<file path="config.mk">
export PLATFORM = sky130hd
export DESIGN_NAME = saw_note_scheduler
export DESIGN_NICKNAME = d
export VERILOG_FILES = /design/src/rtl/saw_note_scheduler.sv
export SDC_FILE = /design/constraint.sdc
export NUM_CORES = 1
export LEC_CHECK = 0
export BUFFER_PORTS_ARGS = -buffer_cell sky130_fd_sc_hd__buf_2
export CAP_MARGIN = 20
export CORE_ASPECT_RATIO = 0.9
export CORE_MARGIN = 1.5
export CORE_UTILIZATION = 40
export CTS_BUF_LIST = sky130_fd_sc_hd__clkbuf_16
export DETAILED_ROUTE_END_ITERATION = 12
export SYNTH_ARGS = -nofsm -noshare
export SYNTH_HDL_FRONTEND = slang
export SYNTH_SLANG_ARGS = --single-unit
export TNS_END_PERCENT = 50
</file>
<file path="constraint.sdc">
create_clock -name clk -period 5.2 [get_ports clk]
set_input_delay 1.04 -clock clk [delete_from_list [all_inputs] [get_ports clk]]
set_output_delay 1.04 -clock clk [all_outputs]
set_load 0.005 [all_outputs]
</file>
<file path="src/rtl/saw_note_scheduler.sv">
// saw_note_scheduler
//   Note sequencer for the 8-bit sawtooth voice. Queues (period, duration)
//   notes in a small FIFO and plays them back-to-back by generating the
//   sawtooth datapath's per-step enable and synchronous clear, plus mute and
//   status for the output mixer.
//
// Ports
//   clk, reset     clock, asynchronous active-high reset
//   note_valid     host offers a note this cycle
//   note_ready     FIFO can accept (not full, no flush)
//   note_period    clocks per sawtooth step, 0 = rest
//   note_dur       note length in full sawtooth cycles (0 behaves as 1)
//   run            level; 0 pauses playback
//   flush          pulse; empty FIFO and abort the current note
//   saw_step       one-cycle enable: advance sawtooth by one
//   saw_clear      one-cycle: force sawtooth to 0
//   mute           mixer must silence output
//   busy           scheduler not idle
//   note_done      one-cycle pulse at the end of each note/rest
//   fifo_level     FIFO occupancy
module saw_note_scheduler #(
  parameter int DEPTH    = 8,
  parameter int PER_W    = 16,
  parameter int DUR_W    = 8,
  parameter int REST_PER = 64
) (
  input  logic                       clk,
  input  logic                       reset,
  input  logic                       note_valid,
  output logic                       note_ready,
  input  logic [PER_W-1:0]           note_period,
  input  logic [DUR_W-1:0]           note_dur,
  input  logic                       run,
  input  logic                       flush,
  output logic                       saw_step,
  output logic                       saw_clear,
  output logic                       mute,
  output logic                       busy,
  output logic                       note_done,
  output logic [$clog2(DEPTH):0]     fifo_level
);

  localparam int AW = $clog2(DEPTH);
  localparam int LW = AW + 1;

  typedef enum logic [1:0] {IDLE, LOAD, PLAY} state_t;

  state_t state, state_nxt;

  // ---------------------------------------------------------------- FIFO
  logic [PER_W-1:0] per_mem [DEPTH];
  logic [DUR_W-1:0] dur_mem [DEPTH];
  logic [AW-1:0]    wr_ptr, rd_ptr;
  logic [LW-1:0]    level;
  logic             full, empty, push, pop;

  assign full       = (level == LW'(DEPTH));
  assign empty      = (level == '0);
  assign note_ready = !full && !flush;
  assign push       = note_valid && note_ready;
  assign pop        = (state == LOAD) && !flush;
  assign fifo_level = level;

  always_ff @(posedge clk) begin
    if (push) begin
      per_mem[wr_ptr] <= note_period;
      dur_mem[wr_ptr] <= note_dur;
    end
  end

  always_ff @(posedge clk or posedge reset) begin
    if (reset) begin
      wr_ptr <= '0;
      rd_ptr <= '0;
      level  <= '0;
    end else if (flush) begin
      wr_ptr <= '0;
      rd_ptr <= '0;
      level  <= '0;
    end else begin
      if (push) wr_ptr <= wr_ptr + AW'(1);
      if (pop)  rd_ptr <= rd_ptr + AW'(1);
      case ({push, pop})
        2'b10:   level <= level + LW'(1);
        2'b01:   level <= level - LW'(1);
        default: level <= level;
      endcase
    end
  end

  // ---------------------------------------------------------------- timing
  logic [PER_W-1:0] head_per, per_cnt, per_rld;
  logic [DUR_W-1:0] head_dur, cyc_cnt;
  logic [7:0]       step_cnt;
  logic             rest_q, flush_q;
  logic             tick, wrap, last, avail;

  assign head_per = per_mem[rd_ptr];
  assign head_dur = dur_mem[rd_ptr];

  // A tick is the end of one step period; suppressed when aborting.
  assign tick = (state == PLAY) && run && (per_cnt == '0) && !flush;
  assign wrap = tick && (step_cnt == 8'hFF);
  assign last = wrap && (cyc_cnt == '0);

  // A note being written this cycle is in the FIFO by the next one, so it
  // already counts as available for a LOAD decision.
  assign avail = !empty || push;

  always_ff @(posedge clk or posedge reset) begin
    if (reset) begin
      per_cnt  <= '0;
      per_rld  <= '0;
      step_cnt <= '0;
      cyc_cnt  <= '0;
      rest_q   <= 1'b0;
    end else if (state == LOAD) begin
      rest_q   <= (head_per == '0);
      per_rld  <= (head_per == '0) ? PER_W'(REST_PER - 1) : head_per - PER_W'(1);
      per_cnt  <= (head_per == '0) ? PER_W'(REST_PER - 1) : head_per - PER_W'(1);
      step_cnt <= '0;
      cyc_cnt  <= (head_dur == '0) ? '0 : head_dur - DUR_W'(1);
    end else if (state == PLAY && run) begin
      if (per_cnt == '0) begin
        per_cnt  <= per_rld;
        step_cnt <= step_cnt + 8'd1;
        if (wrap && cyc_cnt != '0) cyc_cnt <= cyc_cnt - DUR_W'(1);
      end else begin
        per_cnt <= per_cnt - PER_W'(1);
      end
    end
  end

  // saw_clear is also issued the cycle after a flush so the datapath
  // restarts from zero.
  always_ff @(posedge clk or posedge reset) begin
    if (reset) flush_q <= 1'b0;
    else       flush_q <= flush;
  end

  // ---------------------------------------------------------------- FSM
  always_ff @(posedge clk or posedge reset) begin
    if (reset) state <= IDLE;
    else       state <= state_nxt;
  end

  always_comb begin
    state_nxt = state;
    if (flush) begin
      state_nxt = IDLE;
    end else begin
      case (state)
        IDLE:    if (run && avail) state_nxt = LOAD;
        LOAD:    state_nxt = PLAY;
        PLAY:    if (last) state_nxt = avail ? LOAD : IDLE;
        default: state_nxt = IDLE;
      endcase
    end
  end

  always_comb begin
    busy      = (state != IDLE);
    saw_clear = (state == LOAD) || flush_q;
    mute      = !((state == PLAY) && !rest_q);
    saw_step  = tick && !rest_q;
    note_done = last;
  end

endmodule

</file>
Word-level counts from Yosys, hierarchy flattened
Memories as Yosys holds them, arrays and structs flattened.
Cells that the tools add are included.
W data, S select, Z words.

operators by class
  reduce and logical (&&, ||, !) cells = 36
  muxes and demuxes = 25
  add/subtract/negate cells = 9
  eq/ne operators = 8

operators by type and width
  kind                     number
  $mux W16                 4
  $mux W8                  8
  $logic_not A16 Y1        2
  $sub A16 B1 Y16 const B  2
  $logic_not A8 Y1         2
  $sub A8 B1 Y8 const B    2
  $logic_and A1 B1 Y1      12
  $mux W3                  4
  $reduce_bool A2 Y1       6
  $add A8 B1 Y8 const B    1
  $eq A8 B8 Y1 const B     1
  $pmux W4 S2              1
  $reduce_bool A8 Y1       1
  $add A3 B1 Y3 const B    2
  $mux W2                  3
  $ne A3 B3 Y1 const B     2
  $pmux W2 S3              1
  $logic_not A1 Y1         5
  $add A4 B1 Y4 const B    1
  $eq A2 B1 Y1 const B     2
  $eq A2 B2 Y1 const B     2
  $eq A4 B4 Y1 const B     1
  $logic_not A4 Y1         1
  $mux W4                  1
  other kinds (7)          11

word-level totals
  RAM bits = 192
  bits of input ports = 29
  memories kept = 2
  register bits = 62
  word-level logic and storage cells = 90

memories
  memory   depth  bits a word  read ports  clocked after memory_dff  wr ports  line  RTL
  per_mem  8      16           1           0                         1         51    logic [PER_W-1:0] per_mem [DEPTH];
  dur_mem  8      8            1           0                         1         52    logic [DUR_W-1:0] dur_mem [DEPTH];

Longest topological paths before layout
Gate-level depths: netlist (run 1).

  word-level depth = 10
  mapped depth = 12
  gate-level depth less buffers = 11

Worst setup path before layout (run 1)
OpenSTA, ideal clock, no wires.

  path type = in2reg
  start point = in flush
  end point = mem dur_mem[0][0], enable pin
  setup slack = 0.970 ns
  buffers on the path = 0
  data arrival time = 3.764 ns
  data required time = 4.734 ns
  stages on the path = 3
  cell sequence = a21oi_1 > nand2_1 > nor4_1

on the way
  word-level cells in the longest chain between the ends = 5

RTL lines
  item                           line  RTL
  from (decl)                    34    input logic flush,
  $logic_not A1 Y1               59    assign note_ready = !full && !flush;
  $logic_and A1 B1 Y1            59
  $logic_and A1 B1 Y1            60    assign push = note_valid && note_ready;
  $mux W1                        65    if (push) begin
  $mux W1 (implied by the code)  67    dur_mem[wr_ptr] <= note_dur;
  to (decl)                      52

Every way passes these cells.

Worst setup path after layout (run 1)
  start point = reg per_cnt[9]
  end point = out saw_step

on the way
  word-level cells in the longest chain between the ends = 4

RTL lines
  item                               line  RTL
  from (decl)                        92    logic [PER_W-1:0] head_per, per_cnt, per_rld;
  from (signal assigned)             120   per_cnt <= (head_per == '0) ? PER_W'(REST_PER - 1) : head_per - PER_W'(1);
  from (signal assigned)             125   per_cnt <= per_rld;
  from (signal assigned)             129   per_cnt <= per_cnt - PER_W'(1);
  $logic_not A16 Y1                  102   assign tick = (state == PLAY) && run && (per_cnt == '0) && !flush;
  $logic_and A1 B1 Y1 (2 in series)  102
  $logic_and A1 B1 Y1                165   saw_step = tick && !rest_q;
  to (decl)                          35    output logic saw_step,

Every way passes these cells.

==> out/results.tsv, run 1 <==
metric	value	unit
outcome	finished with violations	
failing checks	design-rule violations	
CTS Root Cell	clkbuf_16	
slowest cell on the critical path	nor4_1	
unrepaired setup endpoints after global routing	no	
final setup violation count	0	
Setup TNS	0	ns
Mapped Avg Cell Area	15.14	sq um
Max Cap Viol	0	
Switch Pwr	1.321	mW
mux contribution to synthesized area	13.09	%
part of the power in registers	50.1	%
Worst-Skew Late Latency	0.55	ns
total gr overflow	0	
Hold Path Class	reg2reg	
library cells used by synthesis	64	
drt first-iter violations	422	
initial antenna violation count	2	
n_diodes	0	
share of layout cells above drive strength 1	18.35	%
GR peak layer	met2	
EDFF count, synth	192	
syn nets	788	
I/O pins	39	
total power	5.056	mW
Leakage	4.443	nW
vias per inst	5.336	
Vias	6254	
Cell Rows	58	
Clk pwr share	36.4	%
ordered cell list for the critical path	nor4_1 > nand4b_4 > or2_2 > nor4_1 > buf_2	
most common cell after layout, fill and taps aside	edfxtp_1	
Seq/Total Area, Yosys	64.80	%
Pint	3.736	mW
post-synthesis instance area	11290	sq um
Crit path top cell by count	nor4_1	
Clock Pin Slew Worst Setup and Hold Paths	0.06	ns
combinational share of power	13.5	%
Switching Share	26.12	%
pwr/cell area	397.8	nW/um^2
Initial Util	40.52	%
met3 Usage GRT	2.929	%
Post-Route WL	22610	microns
worst-path maximum fanout	29	
minimum clock period	4.000	ns
Total Nets Final	835	
setup bufs post-CTS	0	
Post-Route Skew	0.02566	ns
CP endpoint kind	output pin	
H-tree lvl count	1	
Slew Viols, Final	0	
Final period util	76.92	%
I/O Buffers	38	
most frequent cells in the layout	edfxtp_1, nor2_1, dfrtp_1	
CP max stage delay	0.69	ns
Hold Vio Cnt, Final	0	
die height	162.4	microns
GR Util met2	24.92	%
Syn Inst Count	746	
Critical Path RT	4.16	ns
FF+latch count, synth	254	
Multi-input gate area	3742	sq um
crit path DAT	2.96	ns
YS warnings	0	
# DRC	1	
Synth Area in Adders	1.507	%
Simple-Gate Fraction of Synth Area	9.695	%
die area	29250	sq um
Peak VDD IR	276.6	uV
grt met1 use	23.03	%
clock tree buffer depth	3	
half-perimeter wire length after placement	13360	microns
CP Launch Type	flip-flop	
clock tree sinks	254	
Core Area	27870	sq um
fmax	0.2500	GHz
post-synthesis xor/xnor area fraction	2.715	%
first-pass GRT wire length	35800	microns
Num CTS Buffers	26	
filler instances	2485	
Async SR Flop Fraction	24.41	%
Detail Route Antenna Nets	0	
die width	180.1	microns
drt pass-1 iters	11	
P&R area growth vs syn	12.55	%
top_reg_cell synth	edfxtp_1	
Worst-Margin Slew	0.9089	ns
via count of the first global-routing pass	6188	
Cells after DPL	1125	
Final GP Congestion	0.7959	
critical path type	reg2out	
post-cts sizing count	0	
DR WL/cell	19.29	microns
Rel. slew slack	39.41	%
pin count of the biggest net entering global routing	44	
fin cells	1172	
complex-gate fraction of the synthesized area	5.817	%
hold buffer count at cts	0	
FF+latch area	7321	sq um
All-Layer GR Usage	15.80	%
TritonCTS clock tree	yes	
largest family of logic cells by synthesized area	multiplexers	
## routing by layer
layer  up-vias  routed length [microns]
met5         -                       23
met4         4                      372
met3        36                     1064
met2       108                    10150
met1      3148                    11000
li1       2958                        -
## Yosys cell counts (all sizes together), types with 4 or more instances
| library cell | n | area (sq um) |
|---|---|---|
| xor2 | 14 | 122.6 |
| or3 | 4 | 25.02 |
| nand2 | 57 | 214.0 |
| a21oi | 38 | 190.2 |
| or2 | 5 | 31.28 |
| a211oi | 6 | 45.04 |
| o22ai | 4 | 25.02 |
| nand4 | 4 | 40.04 |
| buf | 21 | 190.2 |
| xnor2 | 21 | 183.9 |
| mux2i | 31 | 355.3 |
| nand3 | 18 | 95.09 |
| mux4 | 45 | 1089 |
| a31oi | 9 | 71.32 |
| clkbuf | 12 | 45.04 |
| nor3 | 17 | 96.35 |
| nor2b | 5 | 31.28 |
| nor4 | 7 | 58.81 |
| dfrtp | 62 | 1551 |
| ha | 12 | 150.1 |
| inv | 9 | 33.78 |
| nor3b | 7 | 62.56 |
| edfxtp | 192 | 5766 |
| nor2 | 68 | 255.2 |
| nand2b | 9 | 56.30 |
| o21ai | 28 | 140.1 |
## worst paths after layout
path	startpoint	to	slack, ns	cells after the start
max in group asynchronous	reset	rd_ptr[0]	3.70	3
worst max register to register	rd_ptr[0]	per_cnt[15]	1.57	8
min in group asynchronous	reset	fifo_level[1]	0.57	2
worst min register to register	per_rld[7]	per_rld[7]	0.48	2
worst min-delay path	per_rld[7]	per_rld[7]	0.48	2
worst max-delay path	per_cnt[9]	saw_step	1.20	5
## power groups by stage
| stage | Sequential [mW] | Clock (mW) | Combinational, mW |
|---|---|---|---|
| after floorplan | 2.52 | 0 | 0.552 |
| after global placement | 2.57 | 0 | 0.679 |
| after CTS | 2.53 | 1.90 | 0.691 |
| after global routing | 2.55 | 1.98 | 0.770 |
| after detailed placement | 2.57 | 0 | 0.688 |
| final | 2.53 | 1.84 | 0.683 |
## final cells by class
type,instances,share of cell area [%]
Timing Repair Buffer,52,2.422
Sequential cell,254,57.60
Clock buffer,26,5.119
Tap cell,360,3.544
Multi-Input combinational cell,450,29.44
Clock inverter,21,1.605
Inverter,9,0.2658
## kinds of logic (layout without fill, tap and decap cells)
family                   Yosys count  in the layout
AND/OR/NAND/NOR                  216            216
adder cells (fa/ha/maj)           13             13
buffers and inverters             42            108
flip-flops                       254            254
multiplexers                      79             79
AO/OA/AOI/OAI                    107            107
XOR/XNOR                          35             35
## critical path, delay by kind of cell, from the launching register on
family | cells | cell delay [ns]
simple gates | 4 | 1.81
flops | 1 | 0.43
buf+inv | 1 | 0.17
## registers in the layout, indices dropped and copies added (netlist names)
signal	flops
rd_ptr	3
rest_q	1
dur_mem	64
flush_q	1
per_mem	128
per_rld	16
per_cnt	16
state	2
cyc_cnt	8
fifo_level	4
wr_ptr	3
step_cnt	8
## stage by stage
stage	setup WS (ns)	utilization [%]	cell area (sq um)	hold WS, ns
2_1_floorplan	0.9699	-	11290	0.4406
3_3_place_gp	1.697	42.54	11860	0.4631
3_5_place_dp	1.545	42.54	11860	0.4675
4_1_cts	1.171	45.61	12710	0.4839
5_1_grt	0.9135	45.61	12710	0.5010
6_report	1.200	45.61	12710	0.4833
No activity file was read; power rests on OpenSTA's default activity.
==> run 2, diff against run 1 <==
==> constraint.sdc (replaced) <==
create_clock -name clk -period 3.35 [get_ports clk]
set_input_delay 0.67 -clock clk [delete_from_list [all_inputs] [get_ports clk]]
set_output_delay 0.67 -clock clk [all_outputs]
set_load 0.005 [all_outputs]
==> out/results.tsv, run 2 (synthesized netlist as in run 1, its figures left out) <==
metric	value	unit	change
max FFs per register	128		unchanged
most frequent cells in the layout	edfxtp_1, nor2_1, dfrtp_1		
unrepaired setup endpoints after global routing	no		
crit path DAT	2.50	ns	-0.46 ns
Post-Route WL	23060	microns	+2.0%
CP Launch Type	flip-flop		
Largest Register	per_mem		
Setup TNS	0	ns	unchanged
drt first-iter violations	506		+20%
Num CTS Buffers	27		+3.8%
FF-to-FF End	cyc_cnt[4]		
first-pass GRT wire length	36580	microns	+2.2%
most common cell after layout, fill and taps aside	edfxtp_1		
Switch Pwr	2.069	mW	+57%
# DRC	8		+7
clock tree sinks	254		unchanged
top flop regs	per_mem x128, dur_mem x64		
minimum clock period	3.172	ns	
Final period util	94.69	%	
Final GP Congestion	0.7785		-2.2%
vias per inst	5.335		about the same
worst-path maximum fanout	8		-72%
combinational share of power	14.0	%	+0.5 points
Total Nets Final	857		+2.6%
Worst-Skew Late Latency	0.55	ns	about the same
worst slack, placed	0.2718	ns	-1.273 ns
final setup violation count	0		unchanged
TritonCTS clock tree	yes		
Clk pwr share	36.6	%	+0.2 points
pin count of the biggest net entering global routing	44		unchanged
die area	29250	sq um	unchanged
Multi-input gate area	3760	sq um	+0.47%
Pint	5.874	mW	+57%
die width	180.1	microns	unchanged
outcome	finished with violations		
Vias	6375		+1.9%
Initial Util	40.52	%	unchanged
CTS Root Cell	clkbuf_16		
Post-Route Skew	0.01306	ns	-0.01259 ns
Max Cap Viol	0		unchanged
initial antenna violation count	2		unchanged
part of the power in registers	49.4	%	-0.7 points
Clock Pin Slew Worst Setup and Hold Paths	0.06	ns	about the same
Leakage	4.571	nW	+2.9%
Peak VDD IR	401.9	uV	+45%
CP endpoint kind	output pin		
total gr overflow	0		unchanged
filler instances	2464		-0.85%
CP max stage delay	0.59	ns	-0.10 ns
Switching Share	26.04	%	-0.078 points
H-tree lvl count	1		unchanged
DR WL/cell	19.29	microns	about the same
Worst Setup SP	per_cnt[2]		
ordered cell list for the critical path	or4_4 > nand4b_4 > or2_2 > nor4_1 > buf_2		
hold buffer count at cts	0		unchanged
slowest cell on the critical path	or4_4		
Cell Rows	58		unchanged
Slew Viols, Final	0		unchanged
Rel. slew slack	48.52	%	+9.1 points
FF+latch area	7321	sq um	unchanged
Hold Path Class	in2async		
Critical Path RT	2.68	ns	-1.48 ns
R2R Setup Slk	0.28	ns	-1.29 ns
I/O Buffers	38		unchanged
drt pass-1 iters	9		-2
via count of the first global-routing pass	6335		+2.4%
Worst-Margin Slew	0.7687	ns	-0.1402 ns
FF-to-FF path depth	10		+2
I/O pins	39		unchanged
critical path type	reg2out		
Detail Route Antenna Nets	0		unchanged
CP endpoint	saw_step		
Core Area	27870	sq um	unchanged
Hold Vio Cnt, Final	0		unchanged
die height	162.4	microns	unchanged
Reg-to-Reg Start	rd_ptr[0]		
All-Layer GR Usage	16.03	%	+0.24 points
fmax	0.3152	GHz	
final worst setup slack	0.1779	ns	-1.023 ns
pwr/cell area	615.8	nW/um^2	+55%
clock tree buffer depth	3		unchanged
half-perimeter wire length after placement	14380	microns	+7.7%
share of layout cells above drive strength 1	20.74	%	+2.4 points
P&R area growth vs syn	14.23	%	
failing checks	design-rule violations		
[run 2: cell types whose count changed in the layout (fill, tap and decap cells not counted), sizes merged]
cell	previous run	this run
buf	52	73
inv	12	15
clkinv	14	11
diode	0	1
clkbuf	26	27
[run 2: timing repair]
| action | 4_1_cts | 5_1_grt |
|---|---|---|
| endpoints found under the hold margin | 0 | 0 |
| gates resized for setup | 0 | 2 |
| endpoints found under the setup margin | 1 | 1 |
| setup buffers | 1 | 0 |
| pin swaps | 1 | 0 |
[run 2: layout make-up]
type	count	share of cell area (%)
Antenna cell	1	0.01940
Inverter	9	0.2619
Clock inverter	21	1.474
Timing Repair Buffer	73	3.609
Tap cell	360	3.492
Clock buffer	27	5.238
Sequential cell	254	56.76
Multi-Input combinational cell	450	29.15
[run 2: worst min path at each step]
stage | to | slack (ns) | cells after the start
floorplan | per_rld[8] | 0.44 | 2
global placement | per_rld[2] | 0.46 | 2
detailed placement | per_rld[10] | 0.46 | 2
CTS | flush_q | 0.23 | 2
global route | step_cnt[4] | 0.27 | 2
finish | fifo_level[3] | 0.21 | 2
[run 2: per-stage QoR]
step | instances | util (%) | hold slack, ns | cell area, sq um | power (mW)
after floorplan | 746 | - | 0.4406 | 11300 | 4.763
after global placement | 1145 | 43.11 | 0.4619 | 12010 | 5.060
after detailed placement | 1145 | 43.11 | 0.4639 | 12010 | 5.087
after CTS | 1194 | 46.25 | 0.2270 | 12890 | 8.007
after global routing | 1194 | 46.28 | 0.2654 | 12900 | 8.319
final | 1195 | 46.29 | 0.2145 | 12900 | 7.943
[run 2: power groups by stage]
| stage | logic (mW) | clock network, mW | registers [mW] |
|---|---|---|---|
| 4_1_cts | 1.11 | 2.98 | 3.92 |
| 3_5_place_dp | 1.11 | 0 | 3.98 |
| 2_1_floorplan | 0.857 | 0 | 3.91 |
| 5_1_grt | 1.25 | 3.11 | 3.96 |
| 6_report | 1.11 | 2.91 | 3.93 |
| 3_3_place_gp | 1.09 | 0 | 3.97 |
[run 2: layer usage]
| metal | GRT usage (%) | routed length [microns] | vias to the layer above |
|---|---|---|---|
| met2 | 25.40 | 10540 | 120 |
| met4 | 3.591 | 413 | 2 |
| met1 | 23.59 | 11130 | 3217 |
| met5 | 0 | 11 | - |
| met3 | 2.370 | 960 | 30 |
| li1 | - | - | 3006 |
[run 2: critical path: cells and delay by family (launching register included)]
| family | cells | cell delay, ns |
|---|---|---|
| buffers and inverters | 1 | 0.16 |
| DFF | 1 | 0.43 |
| and+or+nand+nor | 4 | 1.36 |
